### src/rtl/rvga_lsu.sv
`default_nettype none
// ============================================================================
// rvga_lsu : word load/store unit to a line-wide memory port, with optional
//            splitting of accesses that straddle a line boundary.
// Revision : 1.0
// ============================================================================
module rvga_lsu #(
    parameter int unsigned LINE_WIDTH    = 128,
    parameter int unsigned ADDR_WIDTH    = 32,
    parameter bit          MISALIGNED_EN = 1'b1
) (
    input  logic                    clk_i,
    input  logic                    reset_i,
    input  logic                    req_v_i,
    output logic                    req_ready_o,
    input  logic                    req_store_i,
    input  logic [2:0]              req_op_i,
    input  logic [ADDR_WIDTH-1:0]   req_addr_i,
    input  logic [31:0]             req_data_i,
    output logic                    mem_v_o,
    input  logic                    mem_ready_i,
    output logic                    mem_w_o,
    output logic [ADDR_WIDTH-1:0]   mem_addr_o,
    output logic [LINE_WIDTH-1:0]   mem_data_o,
    output logic [LINE_WIDTH/8-1:0] mem_mask_o,
    input  logic                    mem_v_i,
    input  logic [LINE_WIDTH-1:0]   mem_data_i,
    output logic                    resp_v_o,
    output logic [31:0]             resp_data_o,
    output logic                    resp_err_o
);
    localparam int unsigned LINE_BYTES = LINE_WIDTH / 8;
    localparam int unsigned OFF_W      = $clog2(LINE_BYTES);

    typedef enum logic [2:0] {
        S_IDLE = 3'd0,
        S_REQ0 = 3'd1,
        S_RSP0 = 3'd2,
        S_REQ1 = 3'd3,
        S_RSP1 = 3'd4,
        S_DONE = 3'd5,
        S_ERR  = 3'd6
    } state_t;

    state_t r_state, w_state_nxt;

    logic                  r_store;
    logic [2:0]            r_op;
    logic [OFF_W-1:0]      r_off;
    logic [ADDR_WIDTH-1:0] r_line;
    logic                  r_split;
    logic [2:0]            r_cnt0;
    logic [31:0]           r_data;
    logic [3:0]            r_mask4;
    logic [31:0]           r_buf;

    logic [2:0]       w_size;
    logic [3:0]       w_mask4;
    logic [31:0]      w_sdata;
    logic             w_illegal, w_misal, w_err, w_split;
    logic [OFF_W:0]   w_end;
    logic [OFF_W:0]   w_rem;
    logic [2:0]       w_cnt0;
    logic             w_accept;

    // Request decode, evaluated on the raw request so it can be captured in one edge
    always_comb begin
        case (req_op_i[1:0])
            2'd0:    begin w_size = 3'd1; w_mask4 = 4'b0001; w_sdata = {24'd0, req_data_i[7:0]};  end
            2'd1:    begin w_size = 3'd2; w_mask4 = 4'b0011; w_sdata = {16'd0, req_data_i[15:0]}; end
            default: begin w_size = 3'd4; w_mask4 = 4'b1111; w_sdata = req_data_i;                end
        endcase
        w_illegal = req_store_i ? (req_op_i > 3'd2)
                                : ((req_op_i == 3'd3) || (req_op_i[2:1] == 2'b11));
        w_misal   = ((w_size == 3'd2) && req_addr_i[0]) ||
                    ((w_size == 3'd4) && (req_addr_i[1:0] != 2'b00));
        w_err     = w_illegal || (!MISALIGNED_EN && w_misal);
        w_end     = {1'b0, req_addr_i[OFF_W-1:0]} + (OFF_W+1)'(w_size);
        w_split   = (w_end > (OFF_W+1)'(LINE_BYTES));
        w_rem     = (OFF_W+1)'(LINE_BYTES) - {1'b0, req_addr_i[OFF_W-1:0]};
        w_cnt0    = w_split ? w_rem[2:0] : w_size;
    end

    assign w_accept = (r_state == S_IDLE) && req_v_i;

    always_comb begin
        w_state_nxt = r_state;
        case (r_state)
            S_IDLE: if (req_v_i)     w_state_nxt = w_err ? S_ERR : S_REQ0;
            S_REQ0: if (mem_ready_i) w_state_nxt = S_RSP0;
            S_RSP0: if (mem_v_i)     w_state_nxt = r_split ? S_REQ1 : S_DONE;
            S_REQ1: if (mem_ready_i) w_state_nxt = S_RSP1;
            S_RSP1: if (mem_v_i)     w_state_nxt = S_DONE;
            S_DONE: w_state_nxt = S_IDLE;
            S_ERR:  w_state_nxt = S_IDLE;
            default: w_state_nxt = S_IDLE;
        endcase
    end

    logic [LINE_WIDTH-1:0] w_rd_shift;
    assign w_rd_shift = mem_data_i >> {r_off, 3'b000};

    always_ff @(posedge clk_i) begin
        if (reset_i) begin
            r_state <= S_IDLE;
            r_store <= 1'b0;
            r_op    <= 3'd0;
            r_off   <= '0;
            r_line  <= '0;
            r_split <= 1'b0;
            r_cnt0  <= 3'd0;
            r_data  <= 32'd0;
            r_mask4 <= 4'd0;
            r_buf   <= 32'd0;
        end else begin
            r_state <= w_state_nxt;
            if (w_accept) begin
                r_store <= req_store_i;
                r_op    <= req_op_i;
                r_off   <= req_addr_i[OFF_W-1:0];
                r_line  <= {req_addr_i[ADDR_WIDTH-1:OFF_W], {OFF_W{1'b0}}};
                r_split <= w_split;
                r_cnt0  <= w_cnt0;
                r_data  <= w_sdata;
                r_mask4 <= w_mask4;
                r_buf   <= 32'd0;
            end
            // Beat 0 bytes land at buffer byte 0; beat 1 continues after them
            if ((r_state == S_RSP0) && mem_v_i)
                r_buf <= w_rd_shift[31:0];
            if ((r_state == S_RSP1) && mem_v_i)
                r_buf <= r_buf | (mem_data_i[31:0] << {r_cnt0, 3'b000});
        end
    end

    // Lanes beyond the end of the line spill into the upper word: that is beat 1
    logic [LINE_WIDTH+31:0] w_wide_data;
    logic [LINE_BYTES+3:0]  w_wide_mask;
    logic                   w_beat1;
    assign w_wide_data = {{LINE_WIDTH{1'b0}}, r_data} << {r_off, 3'b000};
    assign w_wide_mask = {{LINE_BYTES{1'b0}}, r_mask4} << r_off;
    assign w_beat1     = (r_state == S_REQ1);

    always_comb begin
        mem_v_o    = (r_state == S_REQ0) || (r_state == S_REQ1);
        mem_w_o    = 1'b0;
        mem_addr_o = '0;
        mem_data_o = '0;
        mem_mask_o = '0;
        if (mem_v_o) begin
            mem_w_o    = r_store;
            mem_addr_o = w_beat1 ? (r_line + ADDR_WIDTH'(LINE_BYTES)) : r_line;
            if (r_store) begin
                mem_data_o = w_beat1 ? LINE_WIDTH'(w_wide_data[LINE_WIDTH+31:LINE_WIDTH])
                                     : w_wide_data[LINE_WIDTH-1:0];
                mem_mask_o = w_beat1 ? LINE_BYTES'(w_wide_mask[LINE_BYTES+3:LINE_BYTES])
                                     : w_wide_mask[LINE_BYTES-1:0];
            end
        end
    end

    always_comb begin
        req_ready_o = (r_state == S_IDLE);
        resp_v_o    = (r_state == S_DONE) || (r_state == S_ERR);
        resp_err_o  = (r_state == S_ERR);
        resp_data_o = 32'd0;
        if ((r_state == S_DONE) && !r_store) begin
            case (r_op)
                3'd0:    resp_data_o = {{24{r_buf[7]}}, r_buf[7:0]};
                3'd1:    resp_data_o = {{16{r_buf[15]}}, r_buf[15:0]};
                3'd4:    resp_data_o = {24'd0, r_buf[7:0]};
                3'd5:    resp_data_o = {16'd0, r_buf[15:0]};
                default: resp_data_o = r_buf;
            endcase
        end
    end
endmodule
`default_nettype wire

### config.mk
export PLATFORM = sky130hd
export DESIGN_NAME = rvga_lsu
export DESIGN_NICKNAME = d
export VERILOG_FILES = /design/src/rtl/rvga_lsu.sv
export SDC_FILE = /design/constraint.sdc
export NUM_CORES = 1
export LEC_CHECK = 0
export CORE_AREA = 4 4 159 161
export CTS_CLUSTER_SIZE = 28
export DETAILED_ROUTE_END_ITERATION = 6
export DIE_AREA = 0 0 163 165
export PLACE_DENSITY = 0.84
export SYNTH_ARGS = -nofsm -noshare
export SYNTH_HDL_FRONTEND = slang
export SYNTH_SLANG_ARGS = --single-unit
### constraint.sdc
create_clock -name clk_i -period 4.65 [get_ports clk_i]
set_clock_uncertainty 0.2 [all_clocks]
set_input_delay 0.465 -clock clk_i [delete_from_list [all_inputs] [get_ports clk_i]]
set_output_delay 0.465 -clock clk_i [all_outputs]
set_load 0.02 [all_outputs]
==> impl.org, run 1 <==
** Die
- After floorplanning, the core was sized to cover 24000 sq um.
- Die height :: 165 um
- Die Wd :: 163 um
- In this run the core area contains 57 standard-cell rows.
- The die covers 26900 sq um.
- For this configuration, the core starts out at a cell density of 46.2%.
- 414 I/O pins were placed.

** Hold path
- Cell count of the worst hold path :: 2
- The path with the worst hold slack has its endpoint at r_line[31].
- The tightest min-delay check is of the register to register type.
- Hold path startpoint :: r_line[31]

** Drt
- First-iteration detailed-routing DRC count :: 1497
- Using the TritonRoute via totals, the vias-per-cell ratio works out to 6.35.
- The first detailed-routing pass took 7 iterations.
- After detailed routing, the number of remaining DRC violations is 0.
- Number of routed nets with antenna violations :: 0
- For this block, the routed nets add up to 50.0 mm of wire.
- Dividing the detail-routed wire length by the instance count gives 23.7 um.
- Vias :: 13400

** Setup path
- Arrival time at the worst endpoint :: 3560 ps
- CP Launch Type :: register
- Crit path max fanout :: 73
- In this run the critical register-to-register path is launched from r_off[1].
- Nature of the critical path endpoint :: output port
- Data on the critical path is required at its endpoint by 3980 ps.
- The endpoint identified for the worst register-to-register timing path is r_buf[22].
- Counting cells, the worst reg-to-reg path comes to 6.
- Setup slack on the worst flop-to-flop path :: 1720 ps
- By startpoint and endpoint, the worst setup path is classified as register to output port.

** Logic synthesis
- Leading register cell type out of synthesis :: sky130_fd_sc_hd__dfxtp_1
- Largest cells by area after synthesis :: sky130_fd_sc_hd__dfxtp_1, sky130_fd_sc_hd__mux2i_1, sky130_fd_sc_hd__mux4_2
- Of the synthesized area, sequential elements account for 19.9%.
- Summing every instance area after synthesis gives 11100 sq um.
- The synthesized design spends more area on one cell type than any other, namely sky130_fd_sc_hd__dfxtp_1.
- During synthesis, Yosys emitted a total of 0 warnings.
- Instance count of the mapped netlist :: 1472
- Register bit total from synthesis :: 110
- After synthesis, the netlist uses 67 different library cells.
- Area share of the largest cell type after synthesis :: 19.9%
- Asr flop ratio synth :: 0%
- Average size of a mapped cell :: 7.52 sq um
- EDFF count, synth :: 0

** Cells and area
- Post-route non-filler standard cell count :: 2114
- Ratio of cells with drive above 1 in the final layout :: 8.21%
- Post-Layout Inst Area :: 15500 sq um
- Synthesis-to-layout area growth :: 40.1%
- Final cell utilization of the core :: 64.7%
- After the last flow step, the layout net total stands at 1992.
- 0 antenna diodes ended up in the layout.
- The filler cells instantiated in the layout total 2115.

** Status
- Outcome :: finished clean

** Timing
- Remaining max-slew budget at the tightest pin :: 20.9%
- Worst path setup slack after routing :: 427 ps
- For the final routed database, the setup TNS stands at 0 ps.
- Counting I/O delays and the setup requirement, the final critical path takes 4220 ps.
- Setup repair after global routing left no endpoint under its margin.
- Final period util :: 90.8%
- The number of max-slew violations in the final report came to 0.
- At the pin with the least slew margin, the transition time is 1180 ps.
- Derived from the worst setup path, the maximum achievable clock frequency is 0.237 GHz.
- The count of endpoints failing hold in the final timing report came to 0.
- Worst hold margin :: 284 ps
- Setup violations remaining at the end of the flow were counted as 0.

** Pwr
- Internal power :: 2.82 mW
- In this run, the combinational gates consume 56.0% of the power.
- Summed over all nets, the switching power comes to 2.68 mW.
- In this run switching power makes up 48.7% of total power.
- For this design the ratio of total power to cell area is 355 nW/um^2.
- Power comes to 5.50 mW.
- Summed over all cells, the static leakage comes to 4.92 nW.
- VDD IR-drop max :: 0.284 mV
- In this run, the clock network consumes 15.7% of the power.
- Sequential cells burn 28.4% of the power.

** CTS
- Later-pin clock latency in the skew report :: 370 ps
- Post-CTS repair timing setup buffer count :: 0
- In this run the clock root is driven by a sky130_fd_sc_hd__clkbuf_16.
- Number of sinks driven by the clock tree :: 110
- Number of hold buffers added after cts :: 0
- CTS built an H-tree with a depth of 3.
- The number of clock buffers added by TritonCTS is 9.
- No sink is reached through more buffers than the 2 on the longest clock path.
- Post-CTS repair changed the size of 0 cells.
- Worst-path clk slew :: 90 ps
- Clock tree from TritonCTS :: yes

** Flow run
- Number of maximum-capacitance violations :: 0

** GRT
- Global-route congestion overflow total :: 0
- Entering global routing, the biggest net connects 86 pins.
- Total routing usage reported by global routing :: 35.0%
- The first global-routing pass estimated 74.1 mm of wire.
- The number of antenna violations at the first check in global routing came to 2.
- Via count of the first global-routing pass :: 12800

** Placed design
- Final HPWL from detailed placement :: 36.7 mm
- Routability-driven placement finished with a final weighted congestion of 0.988.
- In this run the cell area measured after placement is 15200 sq um.
- Placement Setup Slack :: 942 ps
- Cell total after placement :: 2098
- Count of buffers inserted at the top-level ports :: 409
==> how the worst max path moves through the flow <==
stage                      startpoint        endpoint  slack (ps)  depth (start not counted)
after floorplan           req_op_i[0]       r_cnt0[2]        1800                         11
after global placement       r_off[1]  mem_mask_o[10]         960                          3
after detailed placement     r_off[1]  mem_mask_o[10]         940                          3
after CTS                    r_off[1]  mem_mask_o[10]         540                          3
after global routing         r_off[1]  mem_mask_o[10]         340                          3
final                        r_off[1]  mem_mask_o[10]         430                          3
==> layout by cell type, fill, tap and decap left out, types with 6 or more instances in the layout <==
cell type and count:
sky130_fd_sc_hd__a22oi_1 59, sky130_fd_sc_hd__clkbuf_16 9, sky130_fd_sc_hd__and2_1 12, sky130_fd_sc_hd__xor2_1 21, sky130_fd_sc_hd__a21oi_1 135, sky130_fd_sc_hd__clkdlybuf4s50_1 408, sky130_fd_sc_hd__o221ai_1 6, sky130_fd_sc_hd__a31oi_1 17
sky130_fd_sc_hd__o21ai_0 64, sky130_fd_sc_hd__a32oi_1 16, sky130_fd_sc_hd__a211o_1 8, sky130_fd_sc_hd__buf_4 29, sky130_fd_sc_hd__o2bb2ai_1 6, sky130_fd_sc_hd__o22a_1 10, sky130_fd_sc_hd__a211oi_1 15, sky130_fd_sc_hd__mux4_2 44
sky130_fd_sc_hd__dfxtp_1 105, sky130_fd_sc_hd__inv_1 50, sky130_fd_sc_hd__nor2_1 171, sky130_fd_sc_hd__o22ai_1 28, sky130_fd_sc_hd__xnor2_1 7, sky130_fd_sc_hd__nand3_1 46, sky130_fd_sc_hd__nor3_1 14, sky130_fd_sc_hd__a22o_1 20
sky130_fd_sc_hd__a2bb2oi_1 7, sky130_fd_sc_hd__nand2_1 192, sky130_fd_sc_hd__nand4_1 12, sky130_fd_sc_hd__mux2_2 26, sky130_fd_sc_hd__mux2i_1 142, sky130_fd_sc_hd__nor2b_1 15
==> flip-flops by register name (all words and copies together), names as in the netlist <==
| name | cells |
|---|---|
| r_buf | 32 |
| r_store | 1 |
| r_off | 4 |
| r_data | 32 |
| r_split | 1 |
| r_op | 3 |
| r_state | 3 |
| r_cnt0 | 3 |
| r_line | 28 |
| r_mask4 | 3 |
==> kinds of logic after synthesis <==
| family | Yosys count | synth area share (%) |
|---|---|---|
| fa+ha+maj | 6 | 0.746 |
| other cells | 1 | 0.0339 |
| flops | 110 | 19.9 |
| buf+inv | 193 | 7.79 |
| simple gates | 508 | 20.7 |
| mux | 212 | 24.4 |
| compound gates | 414 | 24.1 |
| xor+xnor | 28 | 2.22 |
==> synth_stat cells (5+ instances only) <==
library cell / number
sky130_fd_sc_hd__nand2_1: 192
sky130_fd_sc_hd__nor2_1: 171
sky130_fd_sc_hd__mux2i_1: 142
sky130_fd_sc_hd__a21oi_1: 135
sky130_fd_sc_hd__dfxtp_1: 110
sky130_fd_sc_hd__clkbuf_1: 66
sky130_fd_sc_hd__o21ai_0: 64
sky130_fd_sc_hd__a22oi_1: 59
sky130_fd_sc_hd__inv_1: 50
sky130_fd_sc_hd__buf_2: 47
sky130_fd_sc_hd__nand3_1: 46
sky130_fd_sc_hd__mux4_2: 44
sky130_fd_sc_hd__o22ai_1: 28
sky130_fd_sc_hd__mux2_2: 26
sky130_fd_sc_hd__xor2_1: 21
sky130_fd_sc_hd__a22o_1: 20
sky130_fd_sc_hd__buf_4: 19
sky130_fd_sc_hd__a31oi_1: 17
sky130_fd_sc_hd__nor2b_1: 17
sky130_fd_sc_hd__a32oi_1: 16
sky130_fd_sc_hd__a211oi_1: 15
sky130_fd_sc_hd__nor3_1: 14
sky130_fd_sc_hd__and2_1: 12
sky130_fd_sc_hd__nand4_1: 12
sky130_fd_sc_hd__o22a_1: 10
sky130_fd_sc_hd__a211o_1: 8
sky130_fd_sc_hd__a2bb2oi_1: 7
sky130_fd_sc_hd__xnor2_1: 7
sky130_fd_sc_hd__buf_1: 6
sky130_fd_sc_hd__o221ai_1: 6
sky130_fd_sc_hd__o2bb2ai_1: 6
sky130_fd_sc_hd__and3_1: 5
sky130_fd_sc_hd__ha_1: 5
sky130_fd_sc_hd__nand3b_1: 5
sky130_fd_sc_hd__nor3_2: 5
sky130_fd_sc_hd__o32ai_1: 5
==> area by class of cell <==
cell class                 count  area [sq um]  area share (%)
clock inverter                 7          96.3           0.621
clock buffer                   9           225            1.45
multi-input combinational   1172          8040            51.8
inverter                      54           203            1.31
timing repair buffer         438          4320            27.9
sequential                   110          2220            14.3
tap                          324           405            2.61
==> worst max-delay path: stages, from the launching register on <==
cell and delay (ps):
sky130_fd_sc_hd__dfxtp_4 970, sky130_fd_sc_hd__nand3_1 910, sky130_fd_sc_hd__o22ai_1 570, sky130_fd_sc_hd__clkdlybuf4s50_1 690
==> power groups by stage <==
stage / Clock [mW] / Sequential, mW / Combinational (mW)
after floorplan: 0 / 1.31 / 2.31
final: 0.861 / 1.56 / 3.08
after global placement: 0 / 1.55 / 2.97
after global routing: 0.897 / 1.59 / 3.30
after detailed placement: 0 / 1.56 / 3.01
after CTS: 0.871 / 1.54 / 3.03
==> routing by layer <==
| layer | GRT usage (%) | wire (um) | vias to the layer above |
|---|---|---|---|
| li1 | - | - | 5997 |
| met1 | 42.9 | 18800 | 6322 |
| met2 | 59.1 | 23800 | 934 |
| met3 | 8.31 | 5160 | 169 |
| met4 | 14.8 | 2220 | 4 |
| met5 | 0 | 22 | - |
(Power assumes the default switching activity.)
==> inputs of run 2 (changes only) <==
--- a/config.mk
+++ b/config.mk
@@ -5,11 +5,11 @@
 export SDC_FILE = /design/constraint.sdc
 export NUM_CORES = 1
 export LEC_CHECK = 0
-export CORE_AREA = 4 4 159 161
+export CORE_AREA = 2 2 161 163
 export CTS_CLUSTER_SIZE = 28
 export DETAILED_ROUTE_END_ITERATION = 6
 export DIE_AREA = 0 0 163 165
-export PLACE_DENSITY = 0.84
+export PLACE_DENSITY = 0.8
 export SYNTH_ARGS = -nofsm -noshare
 export SYNTH_HDL_FRONTEND = slang
 export SYNTH_SLANG_ARGS = --single-unit
==> run 2 against run 1 <==
Net effect: design area shrank 0.16%; clock power shrank 0.9%; largest cell class unchanged; routed wire length shrank 1.6%.
==> impl.org, run 2 (synthesized netlist as in run 1, its figures left out) <==
** Die
- The initial core utilization came to 44.2% (-2.0 points).
- Die height :: 165 um (unchanged)
- The I/O pin total was 414 (unchanged).
- The width of the chip was 163 um (unchanged).
- The placement row count was 58 (+1.8%).
- The core area was 25000 sq um (+4.5%).
- Die area :: 26900 sq um (unchanged)

** Timing
- Minimum clock period after layout :: 4230 ps (+2.34 ps)
- Endpoints failing setup :: 0 (unchanged)
- The highest clock rate came to 0.237 GHz (about the same).
- Final period util :: 90.9% (about the same)
- The count of endpoints failing hold in the final timing report is 0 (unchanged).
- Remaining max-slew budget at the tightest pin :: 8.29% (-13 points)
- Number of max-slew violations in the final report :: 0 (unchanged)
- The final sum of negative setup slack was 0 ps (unchanged).
- Setup repair after global routing missed its margin :: no
- Slew at the pin closest to its max-slew limit :: 1370 ps (+196 ps)
- The final worst setup slack was 425 ps (-2.34 ps).

** CTS
- The latest clock arrival within the worst-skew pair was 360 ps (about the same).
- TritonCTS built the clock tree.
- The number of clock sinks was 110 (unchanged).
- Number of hold buffers added after cts :: 0 (unchanged)
- The clock-pin slew of the registers on the worst-case setup and hold paths is 90 ps (about the same).
- Buffer cell driving the clock tree root :: sky130_fd_sc_hd__clkbuf_16
- Number of resized instances in the post-cts repair step :: 0 (unchanged)
- The number of H-tree levels is 3 (unchanged).
- The total clock buffers created by CTS was 9 (unchanged).
- The buffer levels on the longest clock path was 2 (unchanged).
- Post-CTS repair timing setup buffer count :: 0 (unchanged)

** GRT
- The number of antenna violations at the first check in global routing was 2 (unchanged).
- Via count of the first global-routing pass :: 12600 (-1.2%)
- The aggregate global routing overflow is 0 (unchanged).
- The global-route wire length before repair was 72.3 mm (-2.4%).
- Maximum number of pins on one net before global-route repair :: 79 (-8.1%)
- The global-route usage over all layers was 34.5% (-0.48 points).

** Setup path
- Required time reported for the critical path endpoint :: 3980 ps (about the same)
- The worst register-to-register path begins at r_off[2].
- Arrival time at the worst endpoint :: 3560 ps (about the same)
- The setup path with the least slack is of type register to output port.
- Most Frequent Cell on Critical Path :: sky130_fd_sc_hd__buf_4
- Worst R2R Path Depth :: 6 (unchanged)
- Slowest Stage Delay on Critical Path :: 740 ps (-230 ps)
- The register-to-register setup slack is 1220 ps (-500 ps).
- STA classifies the critical path startpoint as a register.
- Reg2reg end :: r_buf[9]
- The maximum net fanout on the critical path was 27 (-63%).
- The slowest stage of the critical path belongs to the cell sky130_fd_sc_hd__nand2_1.
- Nature of the critical path endpoint :: output port
- List of cells traversed by the critical path :: buf_4 > nand3b_1 > buf_4 > nor2_2 > nand2_1 > nor2_1 > clkdlybuf4s50_1

** Drt
- Post-detailed-route DRC marker count :: 0 (unchanged)
- The average detailed-routed wire length per instance is 23.2 um (-1.8%).
- Via density per instance :: 6.29 (-0.93%)
- The number of nets with antenna violations after detailed routing was 0 (unchanged).
- First-iteration detailed-routing DRC count :: 1595 (+6.5%)
- Vias :: 13300 (-0.70%)
- The final wirelength was 49.2 mm (-1.6%).
- 1st-pass router iterations :: 6 (-1)

** Placed design
- Placement Setup Slack :: 883 ps (-59.1 ps)
- Global placer's final weighted congestion :: 0.977 (-1.1%)
- Final HPWL from detailed placement :: 35.9 mm (-2.2%)
- The count of input and output buffers came to 409 (unchanged).

** Hold path
- For hold timing, the worst endpoint is r_line[27].
- The worst hold path belongs to the class register to register.
- Hold path startpoint :: r_line[27]
- The worst hold path stage count is 2 (unchanged).

** Cells and area
- In the layout the commonest cells are sky130_fd_sc_hd__clkdlybuf4s50_1, sky130_fd_sc_hd__nand2_1, sky130_fd_sc_hd__nor2_1.
- Net total in the final layout :: 1989 (-0.15%)
- The number of fillers in the final layout is 2197 (+3.9%).
- Most common cell after layout, fill and taps aside :: sky130_fd_sc_hd__clkdlybuf4s50_1
- The share of layout cells above drive strength 1 is 8.06% (-0.15 points).
- The largest registers in the layout are r_buf: 32 flops, r_data: 32 flops, r_line: 28 flops.
- The area growth from synthesis to layout is 39.9%.

** Pwr
- The power per unit of standard cell area came to 354 nW/um^2 (-0.24%).
- Part of the total power dissipated in sequential elements :: 27.5% (-0.9 points)
- The internal power consumption is 2.81 mW (-0.49%).
- The worst supply voltage drop on vdd is 0.282 mV (-0.54%).
- Logic pwr share :: 56.9% (+0.9 points)
- The static leakage power was 4.90 nW (-0.43%).
- The part of the power in the clock network is 15.6% (about the same).
- Net switching power figure :: 2.67 mW (-0.30%)
- The fraction of power spent switching nets came to 48.7% (+0.050 points).
- The power after layout is 5.48 mW (-0.40%).

** Status
- Outcome :: finished clean

** Flow run
- The reported max-cap violation count came to 0 (unchanged).
==> run 2: worst max-delay path: cells and delay by family, from the launching register on <==
family	cells	cell delay [ps]
buffers and inverters	3	1120
and+or+nand+nor	4	1660
DFF	1	380
==> run 2: power groups by stage <==
stage / clock, mW / combinational, mW / sequential, mW
6_report: 0.853 / 3.12 / 1.51
5_1_grt: 0.897 / 3.34 / 1.53
4_1_cts: 0.861 / 3.05 / 1.49
3_5_place_dp: 0 / 3.04 / 1.51
3_3_place_gp: 0 / 3.00 / 1.50
2_1_floorplan: 0 / 2.31 / 1.31
==> run 2: layout make-up <==
cell class	count	area, sq um	share of cell area, %
inverters	54	203	1.31
flip-flops and latches	110	2220	14.3
repair buffers	435	4290	27.7
clock buffers	9	225	1.45
diodes	2	5.00	0.0323
multi-input cells	1172	8040	51.9
well taps	330	413	2.67
clock inverters	7	93.8	0.606
==> run 2: how the worst max path moves through the flow <==
stage | start | to | slack [ps] | depth (start not counted)
finish | r_state[0] | mem_data_o[111] | 420 | 7
global route | r_state[0] | mem_mask_o[12] | 270 | 7
CTS | r_state[0] | mem_data_o[111] | 470 | 7
detailed placement | r_state[0] | mem_data_o[111] | 880 | 7
global placement | r_state[2] | mem_mask_o[8] | 1050 | 7
floorplan | req_op_i[0] | r_cnt0[2] | 1800 | 11
==> run 2: per-stage QoR <==
stage          cell area [sq um]  utilization, %  hold WS [ps]  std cells
3_5_place_dp               15200            60.5           265       2101
5_1_grt                    15500            61.8           307       2119
4_1_cts                    15500            61.8           278       2117
6_report                   15500            61.8           280       2119
2_1_floorplan              11100               -           245       1475
3_3_place_gp               15200            60.5           260       2101
==> run 2: layer usage <==
| layer | wire length (um) | GRT usage, % |
|---|---|---|
| met1 | 18700 | 42.9 |
| met2 | 23300 | 58.0 |
| met3 | 4940 | 6.35 |
| met4 | 2220 | 16.3 |
| met5 | 0 | 0 |
